### src/rtl/vector_mac_stream.sv
// Streaming int8 dot-product engine.
// Operand beats of LANES int8 pairs are multiplied, masked past the vector end,
// summed per beat and accumulated over a runtime vector length. The result is
// held with valid/ready until consumed; the next vector starts afterwards.
module vector_mac_stream #(
    parameter int unsigned LANES = 4,
    parameter int unsigned LEN_W = 16,
    parameter int unsigned ACC_W = 32
) (
    input  logic               clk,
    input  logic               rst_n,
    input  logic               in_valid,
    output logic               in_ready,
    input  logic [8*LANES-1:0] in_a,
    input  logic [8*LANES-1:0] in_b,
    input  logic [LEN_W-1:0]   len_i,
    input  logic               signed_i,
    output logic               out_valid,
    input  logic               out_ready,
    output logic [ACC_W-1:0]   out_sum,
    output logic [LEN_W-1:0]   out_count
);

    localparam int unsigned SUM_W = 17 + $clog2(LANES);
    localparam int unsigned CNT_W = LEN_W + 1;

    typedef enum logic [1:0] {StAcc, StDrain, StHold} state_e;

    state_e state_q, state_d;
    logic [1:0] drain_q;

    logic [LEN_W-1:0] elem_cnt_q;
    logic [LEN_W-1:0] len_q;
    logic             signed_q;

    logic             beat_fire;
    logic             first_beat;
    logic             last_beat;
    logic [LEN_W-1:0] len_eff;
    logic             mode_eff;
    logic [CNT_W-1:0] rem;

    logic signed [16:0] prod   [LANES];
    logic signed [16:0] prod_q [LANES];
    logic               s1_vld_q, s1_first_q;

    logic signed [SUM_W-1:0] lane_sum;
    logic signed [SUM_W-1:0] sum_q;
    logic                    s2_vld_q, s2_first_q;
    logic [ACC_W-1:0]        sum_ext;
    logic [ACC_W-1:0]        acc_q;

    assign beat_fire  = in_valid & in_ready;
    assign first_beat = (elem_cnt_q == '0);
    // Length and mode come straight from the inputs on the first beat, then from the latches.
    assign len_eff    = first_beat ? ((len_i == '0) ? LEN_W'(1) : len_i) : len_q;
    assign mode_eff   = first_beat ? signed_i : signed_q;
    assign rem        = {1'b0, len_eff} - {1'b0, elem_cnt_q};
    assign last_beat  = (rem <= CNT_W'(LANES));

    // Per-lane 9-bit extension, 17-bit signed product, masked beyond the vector end.
    for (genvar j = 0; j < LANES; j++) begin : g_lane
        logic signed [8:0]  a_ext, b_ext;
        logic signed [16:0] full;
        assign a_ext   = {mode_eff & in_a[8*j+7], in_a[8*j +: 8]};
        assign b_ext   = {mode_eff & in_b[8*j+7], in_b[8*j +: 8]};
        assign full    = 17'(a_ext) * 17'(b_ext);
        assign prod[j] = (CNT_W'(j) < rem) ? full : '0;
    end

    // Element counter and per-vector latches; the counter clears when the result leaves.
    always_ff @(posedge clk or negedge rst_n) begin
        if (!rst_n) begin
            elem_cnt_q <= '0;
            len_q      <= '0;
            signed_q   <= 1'b0;
        end else if (beat_fire) begin
            elem_cnt_q <= last_beat ? len_eff : elem_cnt_q + LEN_W'(LANES);
            if (first_beat) begin
                len_q    <= len_eff;
                signed_q <= signed_i;
            end
        end else if (out_valid && out_ready) begin
            elem_cnt_q <= '0;
        end
    end

    // Stage 1: register masked products and the first-beat flag.
    always_ff @(posedge clk or negedge rst_n) begin
        if (!rst_n) begin
            prod_q     <= '{default: '0};
            s1_vld_q   <= 1'b0;
            s1_first_q <= 1'b0;
        end else begin
            s1_vld_q <= beat_fire;
            if (beat_fire) begin
                prod_q     <= prod;
                s1_first_q <= first_beat;
            end
        end
    end

    // Adder tree over the registered lane products.
    always_comb begin
        lane_sum = '0;
        for (int j = 0; j < LANES; j++) begin
            lane_sum = lane_sum + SUM_W'(prod_q[j]);
        end
    end

    // Stage 2: register the beat sum.
    always_ff @(posedge clk or negedge rst_n) begin
        if (!rst_n) begin
            sum_q      <= '0;
            s2_vld_q   <= 1'b0;
            s2_first_q <= 1'b0;
        end else begin
            s2_vld_q <= s1_vld_q;
            if (s1_vld_q) begin
                sum_q      <= lane_sum;
                s2_first_q <= s1_first_q;
            end
        end
    end

    assign sum_ext = ACC_W'(sum_q);

    // Stage 3: accumulate; the first beat of a vector restarts the sum.
    always_ff @(posedge clk or negedge rst_n) begin
        if (!rst_n) begin
            acc_q <= '0;
        end else if (s2_vld_q) begin
            acc_q <= s2_first_q ? sum_ext : acc_q + sum_ext;
        end
    end

    // FSM state register plus drain cycle counter.
    always_ff @(posedge clk or negedge rst_n) begin
        if (!rst_n) begin
            state_q <= StAcc;
            drain_q <= 2'd0;
        end else begin
            state_q <= state_d;
            drain_q <= (state_q == StDrain) ? drain_q + 2'd1 : 2'd0;
        end
    end

    // FSM next state: three drain cycles let the last beat reach the accumulator.
    always_comb begin
        state_d = state_q;
        unique case (state_q)
            StAcc:   if (beat_fire && last_beat) state_d = StDrain;
            StDrain: if (drain_q == 2'd2) state_d = StHold;
            StHold:  if (out_ready) state_d = StAcc;
            default: state_d = StAcc;
        endcase
    end

    // FSM outputs.
    always_comb begin
        in_ready  = 1'b0;
        out_valid = 1'b0;
        unique case (state_q)
            StAcc:   in_ready = 1'b1;
            StDrain: ;
            StHold:  out_valid = 1'b1;
            default: ;
        endcase
    end

    assign out_sum   = acc_q;
    assign out_count = len_q;

endmodule

### config.mk
export PLATFORM = sky130hd
export DESIGN_NAME = vector_mac_stream
export DESIGN_NICKNAME = d
export VERILOG_FILES = /design/src/rtl/vector_mac_stream.sv
export SDC_FILE = /design/constraint.sdc
export NUM_CORES = 1
export LEC_CHECK = 0
export ABC_AREA = 0
export CAP_MARGIN = 20
export CORE_UTILIZATION = 60
export CTS_CLUSTER_SIZE = 25
export DETAILED_ROUTE_END_ITERATION = 10
export PLACE_DENSITY_LB_ADDON = 0.05
export SYNTH_ARGS = -nofsm -noshare
export SYNTH_HDL_FRONTEND = slang
export SYNTH_SLANG_ARGS = --single-unit
### constraint.sdc
create_clock -name clk -period 11.1 [get_ports clk]
set_clock_uncertainty 0.15 [all_clocks]
set_input_delay 2.22 -clock clk [delete_from_list [all_inputs] [get_ports clk]]
set_output_delay 2.22 -clock clk [all_outputs]
set_load 0.03 [all_outputs]
Word-level counts from Yosys, hierarchy flattened
Cells that the tools add are included.
{ "totals": {"in_bits": 85, "regBits": 160, "elab_cells": 72, "output_inout_bits": 50} }
{ "classes": {"addsub": 7, "order_cmp": 5, "reduce_logical": 8, "bitwise": 9, "eq_ne": 6, "mul": 4, "n_mux": 18} }
{ "op_table": {"columns": ["cell", "count"], "rows": [
  ["2-to-1 mux 16 bit", 5],
  ["multiplier 9 x 9 -> 17 bit", 4],
  ["2-to-1 mux 17 bit", 4],
  ["< comparator 1 x 17 -> 1 bit (first input constant)", 2],
  ["< comparator 2 x 17 -> 1 bit (first input constant)", 2],
  ["adder 32 bit", 1],
  ["zero test 16 bit", 2],
  ["2-to-1 mux 32 bit", 1],
  ["adder 18 x 17 -> 19 bit", 1],
  ["adder 19 x 17 -> 19 bit", 1],
  ["adder 17 x 17 -> 18 bit", 1],
  ["less-or-equal comparator 17 x 3 -> 1 bit (second input constant)", 1],
  ["subtractor 16 x 16 -> 17 bit", 1],
  ["adder 16 x 3 -> 16 bit (second input constant)", 1],
  ["AND 1 bit", 9],
  ["2-to-1 mux 2 bit", 4],
  ["case mux 2 bit (3 select lines)", 1],
  ["== test 2 bit (second input constant)", 2],
  ["inequality test 2 bit (second input constant)", 2],
  ["2-to-1 mux 1 bit", 3],
  ["AND reduction 3 bit", 1],
  ["adder 2 x 1 -> 2 bit (second input constant)", 1],
  ["== test 2 x 1 -> 1 bit (second input constant)", 1],
  ["logical AND 1 bit", 2],
  ["4 further kinds", 4]
]} }

Logic depth before layout (Yosys ltp)
Gate-level depths: netlist of the first run.
{ "logic_depth": {"depth_word": 8, "ltp_mapped": 29, "mapped_depth_nobuf": 27} }

Least setup slack after synthesis of the first run
OpenSTA, ideal clock, no wires.
{ "synth_timing": {"kind": "input -> register", "startpoint": "input port signed_i", "endpoint": "register prod_q[33] in the netlist's numbering", "path_buffers": 1, "slack_ns": 3.186, "setup_ns": 0.121, "cell_stages": 23, "required_ns": 10.829, "arrival_time_ns": 7.643, "cell_sequence": "nand2_1 > nand2_1 > clkbuf_1 > nand2_1 > or2_2 > fa_1 > fa_1 > inv_1 > fa_1 > fa_1 > inv_1 > fa_1 > inv_1 > ha_1 > inv_1 > o21ai_0 > a211o_1 > a31oi_1 > nor2b_1 > o21a_1 > o41ai_1 > xnor2_1 > a22o_1"} }
{ "synth_via": {"elab_chain_len": 4, "elab_cells_between_ends": 5, "classes_between": "mul: 1; mux: 2; bitwise: 2"} }
{ "synth_rtl": {"columns": ["item", "line", "text"], "rows": [
  ["start: declaration", "17", "input logic signed_i,"],
  ["2-to-1 mux 1 bit (*)", null, null],
  ["AND 1 bit (on tied branches)", "65, 66", null],
  ["multiplier 9 x 9 -> 17 bit (*)", "67", "assign full = 17'(a_ext) * 17'(b_ext);"],
  ["2-to-1 mux 17 bit (*)", "68", "assign prod[j] = (CNT_W'(j) < rem) ? full : '0;"],
  ["end signal: assignment", "97", "prod_q <= prod;"],
  ["end: declaration", "44", "logic signed [16:0] prod_q [LANES];"]
]} }
Mark *: on every way between the ends. The rest lies on a longest branch, timed or not.
A chain may end at the register's enable or synchronous reset.

Worst setup path after layout of the first run
Same ends and word-level chain as after synthesis.

==> results of run 1 <==
-- final cells by class --
class / count / area, µm² / area share, %
clock inverter: 14 / 155 / 0.635
clock buffer: 18 / 429 / 1.76
timing repair buffer: 143 / 1410 / 5.77
inverter: 436 / 1640 / 6.69
sequential: 160 / 4010 / 16.4
tap: 468 / 586 / 2.40
multi-input combinational: 1764 / 16200 / 66.4
-- worst paths after layout --
path                          startpoint            end  slack (ps)
max in group asynchronous          rst_n     prod_q[41]        8120
setup / recovery                signed_i     prod_q[33]        2300
setup reg to reg           elem_cnt_q[2]     prod_q[33]        3020
hold / removal                drain_q[0]     drain_q[0]         280
hold reg to reg               drain_q[0]     drain_q[0]         280
min in group asynchronous          rst_n  elem_cnt_q[6]        1560
-- cells in the final DEF, fill, tap and decap left out, types with 6 or more instances in the layout --
cell type / instances
ha_1: 208
a21o_1: 30
a31oi_1: 30
or2_2: 12
and3_1: 20
inv_1: 435
dfrtp_1: 159
nor2b_1: 19
nand3_1: 16
or3_1: 14
mux2_2: 17
clkbuf_16: 17
a21boi_0: 10
xor2_1: 24
a22o_1: 40
and2_1: 150
o41ai_1: 13
o21ai_0: 62
o31ai_1: 15
nor3_1: 23
xnor2_1: 83
nor4_1: 6
o21bai_1: 13
o22ai_1: 17
nand4_1: 10
a21oi_1: 79
nand2_1: 280
o21a_1: 24
buf_4: 9
nand2b_1: 12
fa_1: 305
mux2i_1: 19
o211ai_1: 11
a211o_1: 8
nor2_1: 133
clkdlybuf4s50_1: 133
-- power groups by stage --
stage / Combinational (mW) / Sequential [mW] / Clock [mW]
finish: 3.97 / 0.989 / 0.597
global route: 4.49 / 1.01 / 0.629
CTS: 3.97 / 0.990 / 0.607
detailed placement: 3.93 / 1.00 / 0
global placement: 3.84 / 0.994 / 0
floorplan: 2.95 / 1.03 / 0
-- critical path: stages --
cell and delay, ps:
clkdlybuf4s50_1 510, nand2_1 70, nand2_1 320, buf_4 350
nand2_1 310, or2_2 400, fa_1 510, fa_1 560
inv_1 60, fa_1 500, fa_1 540, inv_1 60
fa_1 510, inv_1 40, ha_1 320, inv_1 60
o21ai_0 110, a211o_1 310, a31oi_1 280, nor2b_1 80
o21a_1 190, o41ai_1 310, xnor2_1 130, a22o_1 210
-- state kept, by name (all words and copies together) (netlist names) --
register and count:
elem_cnt_q 16, s1_vld_q 1, s2_first_q 1, s1_first_q 1, state_q 2, sum_q 19
out_count 16, signed_q 1, prod_q 68, drain_q 2, s2_vld_q 1, out_sum 32
-- layer usage --
metal	GRT usage (%)	share of wire [%]	wire length, µm	vias up
li1	-	-	-	8014
met1	39.4	46	22600	8322
met2	46.6	49	24200	353
met3	2.82	3.7	1820	52
met4	6.70	1.6	788	0
met5	0	0	0	-
-- metrics by stage --
| step | cells | total power [mW] |
|---|---|---|
| 2_1_floorplan | 2440 | 3.98 |
| 3_3_place_gp | 2970 | 4.83 |
| 3_5_place_dp | 2971 | 4.93 |
| 4_1_cts | 3003 | 5.57 |
| 5_1_grt | 3003 | 6.13 |
| 6_report | 3003 | 5.56 |
-- cells by family after synthesis --
| logic type | Yosys count |
|---|---|
| and+or+nand+nor | 713 |
| xor gates and xnor gates | 107 |
| adders and majority gates | 513 |
| AOI/OAI and AO/OA | 395 |
| muxes | 36 |
| buffers and inverters | 516 |
| DFF | 160 |
==> impl_results.md, run 1 <==
* Die width at 194 µm
* Mux share of post-synthesis cell area at 1.72%
* Asr flop ratio synth at 100%
* CTS root buf: clkbuf_16
* Slew headroom at 33.9%
* Core Util, Final at 66.9%
* FF-to-FF path depth at 29
* Adder-Cell Fraction of Synth Area at 39.3%
* Area leader, netlist: fa_1
* Sw Pwr at 2.60 mW
* Top_reg_cell synth: dfrtp_1
* Post-synthesis share of cell area spent on xor and xnor gates at 4.23%
* Unrepaired setup endpoints after global routing: no
* Pin count of the biggest net entering global routing at 77
* Hold WS at 277 ps
* P_leak at 12.3 nW
* # IOs at 135
* Post-detail-place hpwl at 40,300 µm
* Initial Util at 60.7%
* Fin area at 24,400 µm²
* Mapped Avg Cell Area at 9.09 µm²
* Slew Viols, Final at 0
* Die height at 194 µm
* Internal power at 2.96 mW
* Fin. Hold Viols at 0
* Cells after Synth at 2,440
* Cell with the most instances after synthesis: inv_1
* N_diodes at 0
* Remaining global-route overflow at 0
* Final GP Congestion at 0.914
* PD cells at 227 nW/µm²
* Status: completed
* Number of enable flip-flop cells after synthesis at 0
* Die Area at 37,700 µm²
* Synth Net Count at 3,038
* Worst Tran Pin Value at 991 ps
* Vias in the first global route at 17,500
* Fin worst setup slack at 2300 ps
* Largest family of logic cells by synthesized area: adder cells
* Comb pwr share at 71.5%
* Core area at 36,500 µm²
* Synth top area share at 27.5%
* Longest Clk Path Bufs at 2
* CTS Buf Count at 17
* Sink Count at 160
* Reg clk slew, reported paths at 70 ps
* Synth-to-layout area growth at 10.2%
* #FFs+latches synth at 160
* Complex-gate fraction of the synthesized area at 12.3%
* Clock power frac at 10.7%
* Placed cell area at 23,900 µm²
* Post-synthesis cell type count at 75
* Initial DRC Count at 758
* CP Launch Type: primary input
* TritonCTS clock tree: built
* Flop pwr share at 17.8%
* Row count at 70
* Crit path max fanout at 17
* CP Capture Type: register
* Switching share of power at 46.8%
* Ys Warns at 0
* Top post-synthesis cells by count: inv_1, fa_1, nand2_1
* Max Freq at 114 MHz
* Post-route ant nets at 0
* Total negative slack at 0 ps
* Worst Setup Path Type: primary input to register
* Synthesized cell area at 22,200 µm²
* Fin crit share at 79.3%
* H-tree depth at 4
* WHS Path Cells at 1
* Antenna violations before repair at 0
* Setup-failing EPs final at 0
* Gr usage total at 27.9%
* DRC viols at 0
* Share of cells above drive strength 1 at 3.43%
* Post_cts resized at 0
* Maximum vdd drop at 0.280 mV
* Max-cap violations at 0
* DRT Wirelength at 49,400 µm
* Dpl ws at 1860 ps
* Clk_lat worst skew at 440 ps
* Fill count at 3,020
* Nets@finish at 3,120
* DR vias at 16,700
* IO Port Bufs at 134
* Hold WC Path Type: register to register
* Seq/Total Area, Yosys at 18.1%
* First-pass GRT wire length at 86,000 µm
* Vias per cell at 5.57
* Period minus WS final at 8800 ps
* WP data required at 11,280 ps
* Simple-gate share of the synthesized area at 15.6%
* Ranking of synthesized cells by area: fa_1, dfrtp_1, ha_1, inv_1, nand2_1
* Post-CTS Setup Repair Bufs at 0
* DR pass1 iterations at 5
* WP data arrival at 8970 ps
* Wire length per cell at 16.5 µm
* Cts-stage hold buffer count at 0
No activity file was read; power rests on OpenSTA's default activity.
==> inputs of run 2 (changes only) <==
clock period = 8.7 ns   (was 11.1 ns; I/O delays follow)
==> run 2 against run 1 <==
Effect of this change: first-iteration DRC count increased by 11%; sequential power increased by 27%; final area about the same; die area unchanged; sequential share of layout area about the same; largest power group unchanged; clock power increased by 25%; combinational power increased by 28%; cell count increased by 0.13%; via count decreased by 0.34%; critical endpoint is now prod_q[15]; global-route usage decreased by 0.066 points.
==> impl_results.md, run 2 (synthesis gave the netlist of run 1 again) <==
* Fin crit share at 90.1%
* Slowest stage delay, CP at 540 ps (was 560 ps)
* Post-CTS Setup Repair Bufs at 0 (unchanged)
* Wire length per cell at 16.4 µm (was 16.5 µm)
* Worst Tran Pin Value at 993 ps (was 991 ps)
* Total negative slack at 0 ps (unchanged)
* Hold WC Path Type: register to register (unchanged)
* Pin count of the biggest net entering global routing at 100 (was 77)
* Gr usage total at 27.9% (about the same)
* IO Port Bufs at 134 (unchanged)
* Worst Setup Path Type: primary input to register (unchanged)
* Core area at 36,500 µm² (unchanged)
* DR pass1 iterations at 5 (unchanged)
* CP Launch Type: primary input (unchanged)
* Flop pwr share at 17.9% (was 17.8%)
* Fin. Hold Viols at 0 (unchanged)
* DRC viols at 0 (unchanged)
* Sink Count at 160 (unchanged)
* Largest reg by FF count: prod_q (unchanged)
* Switching share of power at 46.9% (was 46.8%)
* Internal power at 3.76 mW (was 2.96 mW)
* Post-detail-place hpwl at 40,400 µm (was 40,300 µm)
* DR vias at 16,700 (about the same)
* Initial Util at 60.7% (unchanged)
* CP Capture Type: register (unchanged)
* Post_cts resized at 0 (unchanged)
* PD cells at 289 nW/µm² (was 227 nW/µm²)
* Period minus WS final at 7840 ps
* Antenna violations before repair at 0 (unchanged)
* Setup-failing EPs final at 0 (unchanged)
* N_diodes at 0 (unchanged)
* Nets@finish at 3,124 (was 3,120)
* Share of cells above drive strength 1 at 3.47% (was 3.43%)
* Reg clk slew, reported paths at 70 ps (about the same)
* Slew headroom at 33.8% (was 33.9%)
* Sw Pwr at 3.32 mW (was 2.60 mW)
* Delay-heaviest family, CP: adder cells (unchanged)
* Crit-path slowest cell: fa_1 (unchanged)
* WP data required at 8870 ps (was 11,280 ps)
* Reg2reg setup slack at 1190 ps (was 3020 ps)
* Synth-to-layout area growth at 10.3% (was 10.2%)
* Initial DRC Count at 842 (was 758)
* Vias in the first global route at 17,500 (about the same)
* Die height at 194 µm (unchanged)
* Maximum vdd drop at 0.329 mV (was 0.280 mV)
* Post-route ant nets at 0 (unchanged)
* Unrepaired setup endpoints after global routing: no (unchanged)
* Longest Clk Path Bufs at 2 (unchanged)
* Clk_lat worst skew at 430 ps (was 440 ps)
* Max-cap violations at 0 (unchanged)
* DRT Wirelength at 49,400 µm (about the same)
* Comb pwr share at 71.6% (was 71.5%)
* Max Freq at 128 MHz
* Commonest cells after routing, fill and taps aside: inv_1, fa_1, nand2_1 (unchanged)
* Crit path max fanout at 15 (was 17)
* Worst path cell trace: clkdlybuf4s50_1, nand2_1, nand2_1, buf_4, nand2_1, or2_2, fa_1, fa_1, inv_1, fa_1, fa_1, inv_1, fa_1, inv_1, ha_1, o21ai_0, a21boi_0, o21ai_0, a21boi_0, o21a_1, o21a_1, o21a_1, o21a_1, o41ai_1 (was clkdlybuf4s50_1, nand2_1, nand2_1, buf_4, nand2_1, or2_2, fa_1, fa_1, inv_1, fa_1, fa_1, inv_1, fa_1, inv_1, ha_1, inv_1, o21ai_0, a211o_1, a31oi_1, nor2b_1, o21a_1, o41ai_1, xnor2_1, a22o_1)
* Vias per cell at 5.55 (was 5.57)
* Status: completed (unchanged)
* Row count at 70 (unchanged)
* # IOs at 135 (unchanged)
* Final Power at 7.08 mW (was 5.56 mW)
* P_leak at 12.3 nW (about the same)
* Clock power frac at 10.6% (was 10.7%)
* Final GP Congestion at 0.901 (was 0.914)
* WP buf/inv at 5 (was 6)
* Slew Viols, Final at 0 (unchanged)
* Cts-stage hold buffer count at 0 (unchanged)
* Remaining global-route overflow at 0 (unchanged)
* TritonCTS clock tree: built (unchanged)
* Crit-path most repeated cell: fa_1 (unchanged)
* WP data arrival at 8010 ps (was 8970 ps)
* H-tree depth at 4 (unchanged)
* Die Area at 37,700 µm² (unchanged)
* Most common cell after layout, fill and taps aside: inv_1 (unchanged)
* Max reg flops at 68 (unchanged)
* CTS root buf: clkbuf_16 (unchanged)
* CTS Buf Count at 17 (unchanged)
* First-pass GRT wire length at 85,600 µm (was 86,000 µm)
* Die width at 194 µm (unchanged)
==> run 2: cell types whose count changed in the layout (fill, tap and decap cells not counted), sizes merged <==
| cell | previous run | this run |
|---|---|---|
| inv | 440 | 438 |
| clkbuf | 18 | 21 |
| clkinvlp | 3 | 2 |
| buf | 10 | 14 |
==> run 2: power groups by stage <==
| stage | Combinational [mW] | Sequential (mW) | Clock, mW |
|---|---|---|---|
| 2_1_floorplan | 3.76 | 1.31 | 0 |
| 3_3_place_gp | 4.89 | 1.27 | 0 |
| 3_5_place_dp | 5.01 | 1.28 | 0 |
| 4_1_cts | 5.06 | 1.27 | 0.758 |
| 5_1_grt | 5.70 | 1.30 | 0.792 |
| 6_report | 5.07 | 1.26 | 0.748 |
==> run 2: metrics by stage <==
stage	setup slack, ps	utilization [%]	cells	area (µm²)	hold WS (ps)
after floorplan	1270	-	2440	22200	202
after global placement	615	65.4	2973	23900	264
after detailed placement	418	65.4	2974	23900	271
after CTS	856	67.0	3006	24500	280
after global routing	440	67.0	3007	24500	314
final	864	67.0	3007	24500	272
==> run 2: worst paths after layout <==
kind	endpoint	depth (start not counted)	startpoint
worst max-delay path	prod_q[15]	24	signed_i
worst min-delay path	drain_q[0]	1	drain_q[0]
worst max register to register	prod_q[15]	28	elem_cnt_q[2]
min in group asynchronous	elem_cnt_q[8]	1	rst_n
max in group asynchronous	prod_q[13]	2	rst_n
worst min register to register	drain_q[0]	1	drain_q[0]
==> run 2: layer usage <==
layer  vias up  part of all wire, %  global-route usage, %  wire length (µm)
li1       8043                    -                      -                 -
met1      8238                   47                   39.0             23100
met2       351                   48                   46.7             23700
met3        52                  3.5                   2.70              1730
met4         0                  1.9                   6.97               949
met5         -                    0                      0                 0
==> run 2: layout make-up <==
| cell class | count | area (µm²) |
|---|---|---|
| fill | 3021 | 12100 |
| tap | 468 | 586 |
| inverter | 436 | 1640 |
| clock buffer | 21 | 440 |
| clock inverter | 11 | 133 |
| sequential | 160 | 4010 |
| multi-input combinational | 1764 | 16200 |
| timing repair buffer | 147 | 1440 |
==> run 2: worst register-to-register path: cells and delay by family, from the launching register on <==
kind	cells	cell delay (ps)
AOI/OAI and AO/OA	9	1690
adders and majority gates	7	3080
buffers and inverters	6	780
DFF	1	410
and+or+nand+nor	6	1260
==> inputs of run 3 (changes only) <==
CORE_MARGIN = 2   (was default)
==> run 3 against run 2 <==
Effect of this change: largest power group unchanged; wire length grew 1.8%; global-route usage hardly changed; worst setup slack better by 150 ps; cell count unchanged; highest routed layer unchanged; critical path type unchanged; critical path depth unchanged; critical endpoint is now prod_q[33].
==> impl_results.md, run 3 (synthesis gave the netlist of run 1 again) <==
* Status: completed (unchanged)
* Post-detail-place hpwl at 40,500 µm (was 40,400 µm)
* Longest Clk Path Bufs at 2 (unchanged)
* Commonest cells after routing, fill and taps aside: inv_1, fa_1, nand2_1 (unchanged)
* Post_cts resized at 0 (unchanged)
* Total negative slack at 0 ps (unchanged)
* Fill count at 3,041 (was 3,021)
* Maximum vdd drop at 0.363 mV (was 0.329 mV)
* Dpl ws at 633 ps (was 418 ps)
* Worst Setup Path Type: primary input to register (unchanged)
* WP data arrival at 7870 ps (was 8010 ps)
* DRC viols at 0 (unchanged)
* Vias in the first global route at 17,700 (was 17,500)
* Dpl cells at 2,976 (was 2,974)
* Hold WS at 277 ps (was 272 ps)
* CTS Buf Count at 17 (unchanged)
* WP data required at 8880 ps (was 8870 ps)
* Period minus WS final at 7690 ps (was 7840 ps)
* DR vias at 16,900 (was 16,700)
* Vias per cell at 5.62 (was 5.55)
* Slew headroom at 31.3% (was 33.8%)
* Clk_lat worst skew at 440 ps (was 430 ps)
* Share of cells above drive strength 1 at 3.62% (was 3.47%)
* P_leak at 12.3 nW (about the same)
* First-pass GRT wire length at 87,100 µm (was 85,600 µm)
* CP Capture Type: register (unchanged)
* H-tree depth at 4 (unchanged)
* Wire length per cell at 16.7 µm (was 16.4 µm)
* Fin worst setup slack at 1010 ps (was 864 ps)
* Synth-to-layout area growth at 10.6% (was 10.3%)
* Fin. Hold Viols at 0 (unchanged)
* Hold WC Path Type: register to register (unchanged)
* DR pass1 iterations at 5 (unchanged)
* Setup-failing EPs final at 0 (unchanged)
* N_diodes at 0 (unchanged)
* Max-cap violations at 0 (unchanged)
* Die width at 196 µm (was 194 µm)
* Worst Tran Pin Value at 1030 ps (was 993 ps)
* Fin area at 24,500 µm² (about the same)
* Die height at 196 µm (was 194 µm)
* Nets@finish at 3,125 (was 3,124)
* Die Area at 38,500 µm² (was 37,700 µm²)
* Largest reg by FF count: prod_q (unchanged)
* PD cells at 292 nW/µm² (was 289 nW/µm²)
* Sequential cell area at 4010 µm² (unchanged)
* Crit path max fanout at 24 (was 15)
* Initial Util at 60.7% (unchanged)
* Max reg flops at 68 (unchanged)
* Remaining global-route overflow at 0 (unchanged)
* DRT Wirelength at 50,300 µm (was 49,400 µm)
* Core Util, Final at 67.2% (was 67.0%)
* Sink Count at 160 (unchanged)
* Fin crit share at 88.4% (was 90.1%)
* TritonCTS clock tree: built (unchanged)
* Post-CTS Setup Repair Bufs at 0 (unchanged)
* Placed cell area at 23,900 µm² (about the same)
* Final Power at 7.16 mW (was 7.08 mW)
* Cts-stage hold buffer count at 0 (unchanged)
* Final GP Congestion at 0.906 (was 0.901)
* Initial DRC Count at 792 (was 842)
* Row count at 70 (unchanged)
* CTS root buf: clkbuf_16 (unchanged)
* # IOs at 135 (unchanged)
* Slew Viols, Final at 0 (unchanged)
* Antenna violations before repair at 0 (unchanged)
* Area of the multi-input gates at 16,200 µm² (unchanged)
* Fin cells at 3,007 (unchanged)
* Pin count of the biggest net entering global routing at 94 (was 100)
* CP Launch Type: primary input (unchanged)
* Reg clk slew, reported paths at 70 ps (about the same)
* Most common cell after layout, fill and taps aside: inv_1 (unchanged)
* Post-route ant nets at 0 (unchanged)
* Core area at 36,500 µm² (unchanged)
* IO Port Bufs at 134 (unchanged)
* Gr usage total at 27.9% (about the same)
* Max Freq at 130 MHz (was 128 MHz)
* Unrepaired setup endpoints after global routing: no (unchanged)
==> run 3: cell types whose count changed in the layout (fill, tap and decap cells not counted), sizes merged <==
cell / previous run / this run
clkbuf: 21 / 18
clkinvlp: 2 / 3
buf: 14 / 15
bufinv: 2 / 3
clkinv: 5 / 3
inv: 438 / 440
==> run 3: final timing paths <==
check	slack, ps	start	endpoint	cells past startpoint
min	280	drain_q[0]	drain_q[0]	1
min in group asynchronous	1210	rst_n	elem_cnt_q[11]	1
max	1010	signed_i	prod_q[33]	24
max reg2reg	1400	elem_cnt_q[2]	prod_q[33]	28
max in group asynchronous	5810	rst_n	prod_q[9]	2
min reg2reg	280	drain_q[0]	drain_q[0]	1
==> run 3: critical path, cell delays in order <==
cell and delay [ps]:
clkdlybuf4s50_1 510, nand2_1 70, nand2_1 100, buf_12 170, nand2_1 90, or2_2 320
fa_1 520, fa_1 550, inv_1 50, fa_1 510, fa_1 540, inv_1 50
fa_1 510, inv_1 50, ha_1 320, inv_1 60, o21ai_0 110, a211o_1 320
a31oi_1 260, nor2b_1 80, o21a_1 200, o41ai_1 320, xnor2_1 130, a22o_1 210
==> run 3: cell type report <==
| cell class | instances | share of cell area, % |
|---|---|---|
| repair buffers | 148 | 5.95 |
| multi-input cells | 1764 | 66.1 |
| inverters | 436 | 6.67 |
| clock buffers | 18 | 1.79 |
| well taps | 468 | 2.39 |
| flip-flops and latches | 160 | 16.3 |
| clock inverters | 13 | 0.729 |
==> run 3: routing by layer <==
metal  vias up  wire [µm]  track usage [%]  share of wire, %
li1       8053          -                -                 -
met1      8413      22800             38.9                45
met2       375      24800             47.3                49
met3        52       2090             2.94               4.2
met4         0        690             6.20               1.4
met5         -          0                0                 0
==> run 3: report_power, final <==
part           leakage [nW]  total [mW]  switching [mW]  internal (mW)
clock                 0.293       0.812           0.346          0.465
combinational          10.0        5.08            2.75           2.34
sequential             1.99        1.26           0.258           1.00
total                  12.3        7.16            3.35           3.81
